<file path="config.mk">
export PLATFORM = sky130hd
export DESIGN_NAME = load_store_unit
export DESIGN_NICKNAME = d
export VERILOG_FILES = /design/src/rtl/load_store_unit.sv
export SDC_FILE = /design/constraint.sdc
export NUM_CORES = 1
export LEC_CHECK = 0
export ABC_AREA = 1
export CORE_ASPECT_RATIO = 2
export CORE_MARGIN = 2
export CORE_UTILIZATION = 39
export DETAILED_ROUTE_END_ITERATION = 10
export DONT_BUFFER_PORTS = 1
export PLACE_DENSITY = 0.63
export SETUP_SLACK_MARGIN = 0.2
export SLEW_MARGIN = 0
export SYNTH_ARGS = -nofsm -noshare
export SYNTH_HDL_FRONTEND = slang
export SYNTH_SLANG_ARGS = --single-unit
</file>
<file path="constraint.sdc">
create_clock -name i_clk -period 2.9 [get_ports i_clk]
set_input_delay 0.58 -clock i_clk [delete_from_list [all_inputs] [get_ports i_clk]]
set_output_delay 0.58 -clock i_clk [all_outputs]
set_load 0.03 [all_outputs]
</file>
<file path="src/rtl/load_store_unit.sv">
// Purpose: RV32I load/store unit that computes the address, checks legality and
// alignment, and runs one memory transaction per operation with an ack timeout.
// Latency: accept at edge N, request from N; zero-wait ack gives done/wb at N+1,
// ready again at N+2.
// Backpressure: o_ready is high only in IDLE. Operations are held off while a
// request or release is in flight.
// Ports: i_clk/i_rst_n clock and async active-low reset; i_valid/i_is_load/
//        i_is_store/i_funct3/i_base/i_offset/i_store_data upstream op; o_ready;
//        o_mem_* / i_mem_ack / i_mem_data memory side; o_wb_valid/o_wb_data/
//        o_done/o_misaligned/o_illegal/o_bus_error/o_fault_addr results.
module load_store_unit #(
    parameter int XLEN    = 32,
    parameter int TIMEOUT = 16
) (
    input  logic            i_clk,
    input  logic            i_rst_n,
    input  logic            i_valid,
    input  logic            i_is_load,
    input  logic            i_is_store,
    input  logic [2:0]      i_funct3,
    input  logic [XLEN-1:0] i_base,
    input  logic [XLEN-1:0] i_offset,
    input  logic [XLEN-1:0] i_store_data,
    output logic            o_ready,
    output logic            o_mem_req,
    output logic [XLEN-1:0] o_mem_addr,
    output logic [XLEN-1:0] o_mem_data,
    output logic [2:0]      o_mem_funct3,
    output logic            o_mem_read_write,
    input  logic            i_mem_ack,
    input  logic [XLEN-1:0] i_mem_data,
    output logic            o_wb_valid,
    output logic [XLEN-1:0] o_wb_data,
    output logic            o_done,
    output logic            o_misaligned,
    output logic            o_illegal,
    output logic            o_bus_error,
    output logic [XLEN-1:0] o_fault_addr
);

    localparam int CW = $clog2(TIMEOUT + 1);

    typedef enum logic [1:0] {
        IDLE    = 2'd0,
        REQ     = 2'd1,
        RELEASE = 2'd2
    } state_t;

    state_t          state_q, state_d;
    logic [CW-1:0]   cnt_q, cnt_d;
    logic [XLEN-1:0] addr_q, addr_d;
    logic [XLEN-1:0] data_q, data_d;
    logic [2:0]      funct3_q, funct3_d;
    logic            rw_q, rw_d;
    logic [XLEN-1:0] wb_data_q, wb_data_d;
    logic [XLEN-1:0] fault_q, fault_d;
    logic            wb_valid_q, wb_valid_d;
    logic            done_q, done_d;
    logic            mis_q, mis_d;
    logic            ill_q, ill_d;
    logic            berr_q, berr_d;

    logic [XLEN-1:0] eff_addr;
    logic            fire;
    logic            op_illegal;
    logic            op_misaligned;

    // Carry-out of the address add is deliberately dropped (wraps mod 2^XLEN).
    assign eff_addr = i_base + i_offset;
    assign fire     = i_valid && (state_q == IDLE) && (i_is_load || i_is_store);

    // Loads allow LB/LH/LW/LBU/LHU; stores allow SB/SH/SW only.
    assign op_illegal = (i_is_load && i_is_store)
                     || (i_is_load && ((i_funct3 == 3'b011) || (i_funct3 == 3'b110)
                                       || (i_funct3 == 3'b111)))
                     || (i_is_store && (i_funct3 > 3'b010));

    assign op_misaligned = ((i_funct3[1:0] == 2'b01) && eff_addr[0])
                        || ((i_funct3[1:0] == 2'b10) && (eff_addr[1:0] != 2'b00));

    always_comb begin
        state_d    = state_q;
        cnt_d      = cnt_q;
        addr_d     = addr_q;
        data_d     = data_q;
        funct3_d   = funct3_q;
        rw_d       = rw_q;
        wb_data_d  = wb_data_q;
        fault_d    = fault_q;
        wb_valid_d = 1'b0;
        done_d     = 1'b0;
        mis_d      = 1'b0;
        ill_d      = 1'b0;
        berr_d     = 1'b0;

        case (state_q)
            IDLE: begin
                if (fire) begin
                    if (op_illegal) begin
                        ill_d   = 1'b1;
                        fault_d = eff_addr;
                    end else if (op_misaligned) begin
                        mis_d   = 1'b1;
                        fault_d = eff_addr;
                    end else begin
                        state_d  = REQ;
                        cnt_d    = '0;
                        addr_d   = eff_addr;
                        data_d   = i_store_data;
                        funct3_d = i_funct3;
                        rw_d     = i_is_store;
                    end
                end
            end
            REQ: begin
                // Ack wins over timeout when both land on the same edge.
                if (i_mem_ack) begin
                    done_d  = 1'b1;
                    state_d = RELEASE;
                    if (!rw_q) begin
                        wb_valid_d = 1'b1;
                        wb_data_d  = i_mem_data;
                    end
                end else if (cnt_q == CW'(TIMEOUT - 1)) begin
                    berr_d  = 1'b1;
                    fault_d = addr_q;
                    cnt_d   = '0;
                    state_d = IDLE;
                end else begin
                    cnt_d = cnt_q + CW'(1);
                end
            end
            RELEASE: begin
                // Wait for the memory to drop ack so one ack is never seen twice.
                if (!i_mem_ack) begin
                    state_d = IDLE;
                end
            end
            default: begin
                state_d = IDLE;
            end
        endcase
    end

    always_ff @(posedge i_clk or negedge i_rst_n) begin
        if (!i_rst_n) begin
            state_q    <= IDLE;
            cnt_q      <= '0;
            addr_q     <= '0;
            data_q     <= '0;
            funct3_q   <= '0;
            rw_q       <= 1'b0;
            wb_data_q  <= '0;
            fault_q    <= '0;
            wb_valid_q <= 1'b0;
            done_q     <= 1'b0;
            mis_q      <= 1'b0;
            ill_q      <= 1'b0;
            berr_q     <= 1'b0;
        end else begin
            state_q    <= state_d;
            cnt_q      <= cnt_d;
            addr_q     <= addr_d;
            data_q     <= data_d;
            funct3_q   <= funct3_d;
            rw_q       <= rw_d;
            wb_data_q  <= wb_data_d;
            fault_q    <= fault_d;
            wb_valid_q <= wb_valid_d;
            done_q     <= done_d;
            mis_q      <= mis_d;
            ill_q      <= ill_d;
            berr_q     <= berr_d;
        end
    end

    // Request is a pure decode of the registered state, so reset drops it at once.
    assign o_ready          = (state_q == IDLE);
    assign o_mem_req        = (state_q == REQ);
    assign o_mem_addr       = addr_q;
    assign o_mem_data       = data_q;
    assign o_mem_funct3     = funct3_q;
    assign o_mem_read_write = rw_q;
    assign o_wb_valid       = wb_valid_q;
    assign o_wb_data        = wb_data_q;
    assign o_done           = done_q;
    assign o_misaligned     = mis_q;
    assign o_illegal        = ill_q;
    assign o_bus_error      = berr_q;
    assign o_fault_addr     = fault_q;

endmodule

</file>
==> impl_metrics.sql <==
INSERT INTO impl_metrics (metric_group, metric, value, unit) VALUES
('status', 'outcome', 'finished with violations', ''),
('status', 'failed_checks', 'hold timing', ''),
('timing', 'hold_viol', '144', ''),
('floorplanning', 'initial_core_util', '39.8', '%'),
('hold_path', 'hp-class', 'in2async', ''),
('synth', 'synthArstFlopShare', '100', '%'),
('synth', 'synthDominantAreaCellType', 'dfrtp_1', ''),
('layout', 'final.fill_count', '2207', ''),
('synth', 'synth.top_cell.area_share', '43.1', '%'),
('setup_path', 'reg2reg_from', 'state_q[1]', ''),
('setup_path', 'worst-endpoint-required', '3.26', 'ns'),
('clocking', 'root_buffer', 'clkbuf_16', ''),
('detailed_routing', 'drt_wl_total', '23.8', 'mm'),
('setup_path', 'cp-end-kind', 'flip-flop', ''),
('setup_path', 'cp_data_arrival_time', '2.62', 'ns'),
('detailed_routing', 'num_vias', '7176', ''),
('grt', 'grt_pass1_vias', '7108', ''),
('synth', 'synthesis.instances', '1208', ''),
('clocking', 'clock_pin_slew_on_the_worst_setup_and_hold_paths', '0.06', 'ns'),
('detailed_routing', 'route.antenna.remaining_nets', '0', ''),
('detailed_routing', 'viasPerCell', '4.84', ''),
('timing', 'setup_tns', '0', 'ns'),
('synth', 'syn_avg_cell_area', '6.92', 'sq um'),
('timing', 'holdWs', '-0.156', 'ns'),
('layout', 'number_of_inserted_diodes', '0', ''),
('clocking', 'tritoncts', 'yes', ''),
('timing', 'slew_at_the_pin_closest_to_its_max_slew_limit', '0.545', 'ns'),
('clocking', 'cts_inserted_buffers', '17', ''),
('detailed_routing', 'route.detailed.wl_per_inst', '16.1', 'microns'),
('timing', 'rsz0062_at_grt', 'false', ''),
('grt', 'grt.total_usage', '21.2', '%'),
('placed_design', 'dp_hpwl', '18.5', 'mm'),
('synth', 'synth_cell_type_count', '38', ''),
('power_and_ir_drop', 'vdd.ir_drop.worst', '535', 'uV'),
('synth', 'synth_nets', '1378', ''),
('power_and_ir_drop', 'cellPowerDensity', '1010', 'nW/um^2'),
('synth', 'yosysWarningCount', '0', ''),
('layout', 'nNetsFinal', '1371', ''),
('clocking', 'clock_tree.buffer_depth', '2', ''),
('timing', 'layout_min_cycle_time', '2.26', 'ns'),
('timing', 'fmaxAchievable', '442', 'MHz'),
('setup_path', 'timing.reg2reg.setup_slack', '0.71', 'ns'),
('setup_path', 'timing.rr.end', 'o_wb_data[6]', ''),
('timing', 'max_slew_margin', '63.6', '%'),
('layout', 'final_cell_mix', '604 x nand2_1, 147 x inv_1, 144 x dfrtp_1, 71 x nor2_1, 44 x nand3_1', ''),
('setup_path', 'timing.setup.critical_path_class', 'in2reg', ''),
('layout', 'area_delta_synth_final', '10.1', '%'),
('floorplanning', 'die_width', '108', 'microns'),
('timing', 'slew_violations', '0', ''),
('placed_design', 'port-buffer-count', '0', ''),
('synth', 'synth_edf_count', '0', ''),
('clocking', 'tritoncts_num_sinks', '144', ''),
('setup_path', 'worstPathMaxFanout', '4', ''),
('timing', 'setup_viol', '0', ''),
('timing', 'layout_worst_path_cycle_share', '77.9', '%'),
('detailed_routing', 'post-route-drc-count', '0', ''),
('timing', 'clock_skew', '0.0103', 'ns'),
('grt', 'grt_pass1_wl', '36.8', 'mm'),
('floorplanning', 'coreArea', '21000', 'sq um'),
('layout', 'layout_commonest_cell', 'nand2_1', ''),
('setup_path', 'critical_path.startpoint_type', 'input port', ''),
('clocking', 'cts_post_setup_buffers_inserted', '0', ''),
('detailed_routing', 'first_pass_iters', '4', ''),
('floorplanning', 'floorplan.die_area', '22700', 'sq um'),
('layout', 'final_layout_size_suffix_gt1_share', '5.11', '%'),
('grt', 'maximum_number_of_pins_on_one_net_before_global_route_repair', '145', ''),
('synth', 'synth-seq-area-share', '43.1', '%'),
('grt', 'antenna_violations_before_repair', '0', ''),
('placed_design', 'postPlaceCellArea', '8580', 'sq um'),
('synth', 'synth-seq-cells', '144', ''),
('placed_design', 'gp_congestion', '0.937', '');
-- final cells by class --
type / instances / area (sq um) / share of cell area (%)
clock inverter: 11 / 163 / 1.77
sequential: 144 / 3600 / 39.2
clock buffer: 20 / 457 / 4.96
multi-input combinational: 876 / 3970 / 43.1
timing repair buffer: 8 / 97.6 / 1.06
tap: 269 / 337 / 3.66
inverter: 154 / 578 / 6.28
-- stage by stage --
| step | setup slack, ns | instances | utilization [%] | hold slack (ns) | power, mW |
|---|---|---|---|---|---|
| 3_5_place_dp | 0.214 | 1451 | 40.8 | 0.286 | 7.08 |
| 6_report | 0.640 | 1482 | 43.8 | -0.156 | 9.31 |
| 3_3_place_gp | 0.220 | 1451 | 40.8 | 0.287 | 7.01 |
| 2_1_floorplan | 0.538 | 1208 | - | 0.284 | 6.40 |
| 5_1_grt | 0.438 | 1482 | 43.8 | -0.182 | 9.85 |
| 4_1_cts | 0.659 | 1482 | 43.8 | -0.181 | 9.41 |
-- synthesized netlist by cell type (4+ instances only) --
library cell	instances
nand3_1	44
nand2_1	604
buf_6	6
ha_1	32
inv_1	147
o21ai_1	22
o21ai_0	16
buf_2	11
o211ai_1	9
clkbuf_1	4
nor3_1	4
xnor2_1	9
nor2_1	71
inv_2	7
dfrtp_1	144
buf_4	7
a21oi_2	6
a21oi_1	27
buf_1	5
xor2_1	8
-- sequential cells by signal (all words and copies together), names as in the netlist --
name / flops
o_fault_addr: 32
o_mem_addr: 32
o_mem_data: 32
o_wb_data: 32
cnt_q: 5
o_mem_funct3: 3
state_q: 2
o_bus_error: 1
o_done: 1
o_illegal: 1
o_mem_read_write: 1
o_misaligned: 1
o_wb_valid: 1
-- repair_timing --
action	CTS	global route
gates resized for setup	0	0
hold endpoints to repair	144	144
endpoints found under the setup margin	0	0
-- cells by family after synthesis --
family / count (synthesis) / share of synthesized area [%]
AND/OR/NAND/NOR: 742 / 34.9
buffers and inverters: 188 / 9.48
flip-flops: 144 / 43.1
AO/OA/AOI/OAI: 84 / 5.70
adder cells (fa/ha/maj): 33 / 5.03
XOR/XNOR: 17 / 1.78
-- report_power, final --
part	switching (mW)	internal (mW)
Combinational	1.09	0.650
Clock	0.830	1.47
Sequential	2.44	2.82
-- metal layers --
metal	routed length (microns)	share of wire, %	global-route usage (%)
met3	1740	7.3	5.25
met1	8120	34	20.9
met4	1380	5.8	13.4
met5	0	0	0
met2	12600	53	38.7
-- worst max path at each step --
| stage | from | to | slack [ns] | cells after the start |
|---|---|---|---|---|
| floorplan | i_base[0] | o_mem_addr[19] | 0.54 | 13 |
| global placement | i_base[0] | o_fault_addr[12] | 0.22 | 12 |
| detailed placement | i_base[0] | o_mem_addr[23] | 0.21 | 11 |
| CTS | state_q[1] | o_wb_data[10] | 0.66 | 9 |
| global route | i_base[0] | o_mem_addr[22] | 0.44 | 12 |
| finish | i_base[0] | o_fault_addr[12] | 0.64 | 12 |
-- worst max-delay path: stages --
cell and delay, ns:
ha_1 0.21, inv_1 0.08, fa_1 0.41, inv_1 0.11, nand3_1 0.07, nand2_1 0.17
nand3_1 0.10, nand3b_1 0.27, xor2_1 0.35, nand2b_1 0.16, nand2_1 0.05, nand2_1 0.05
Power figures use the tool's default switching activity.
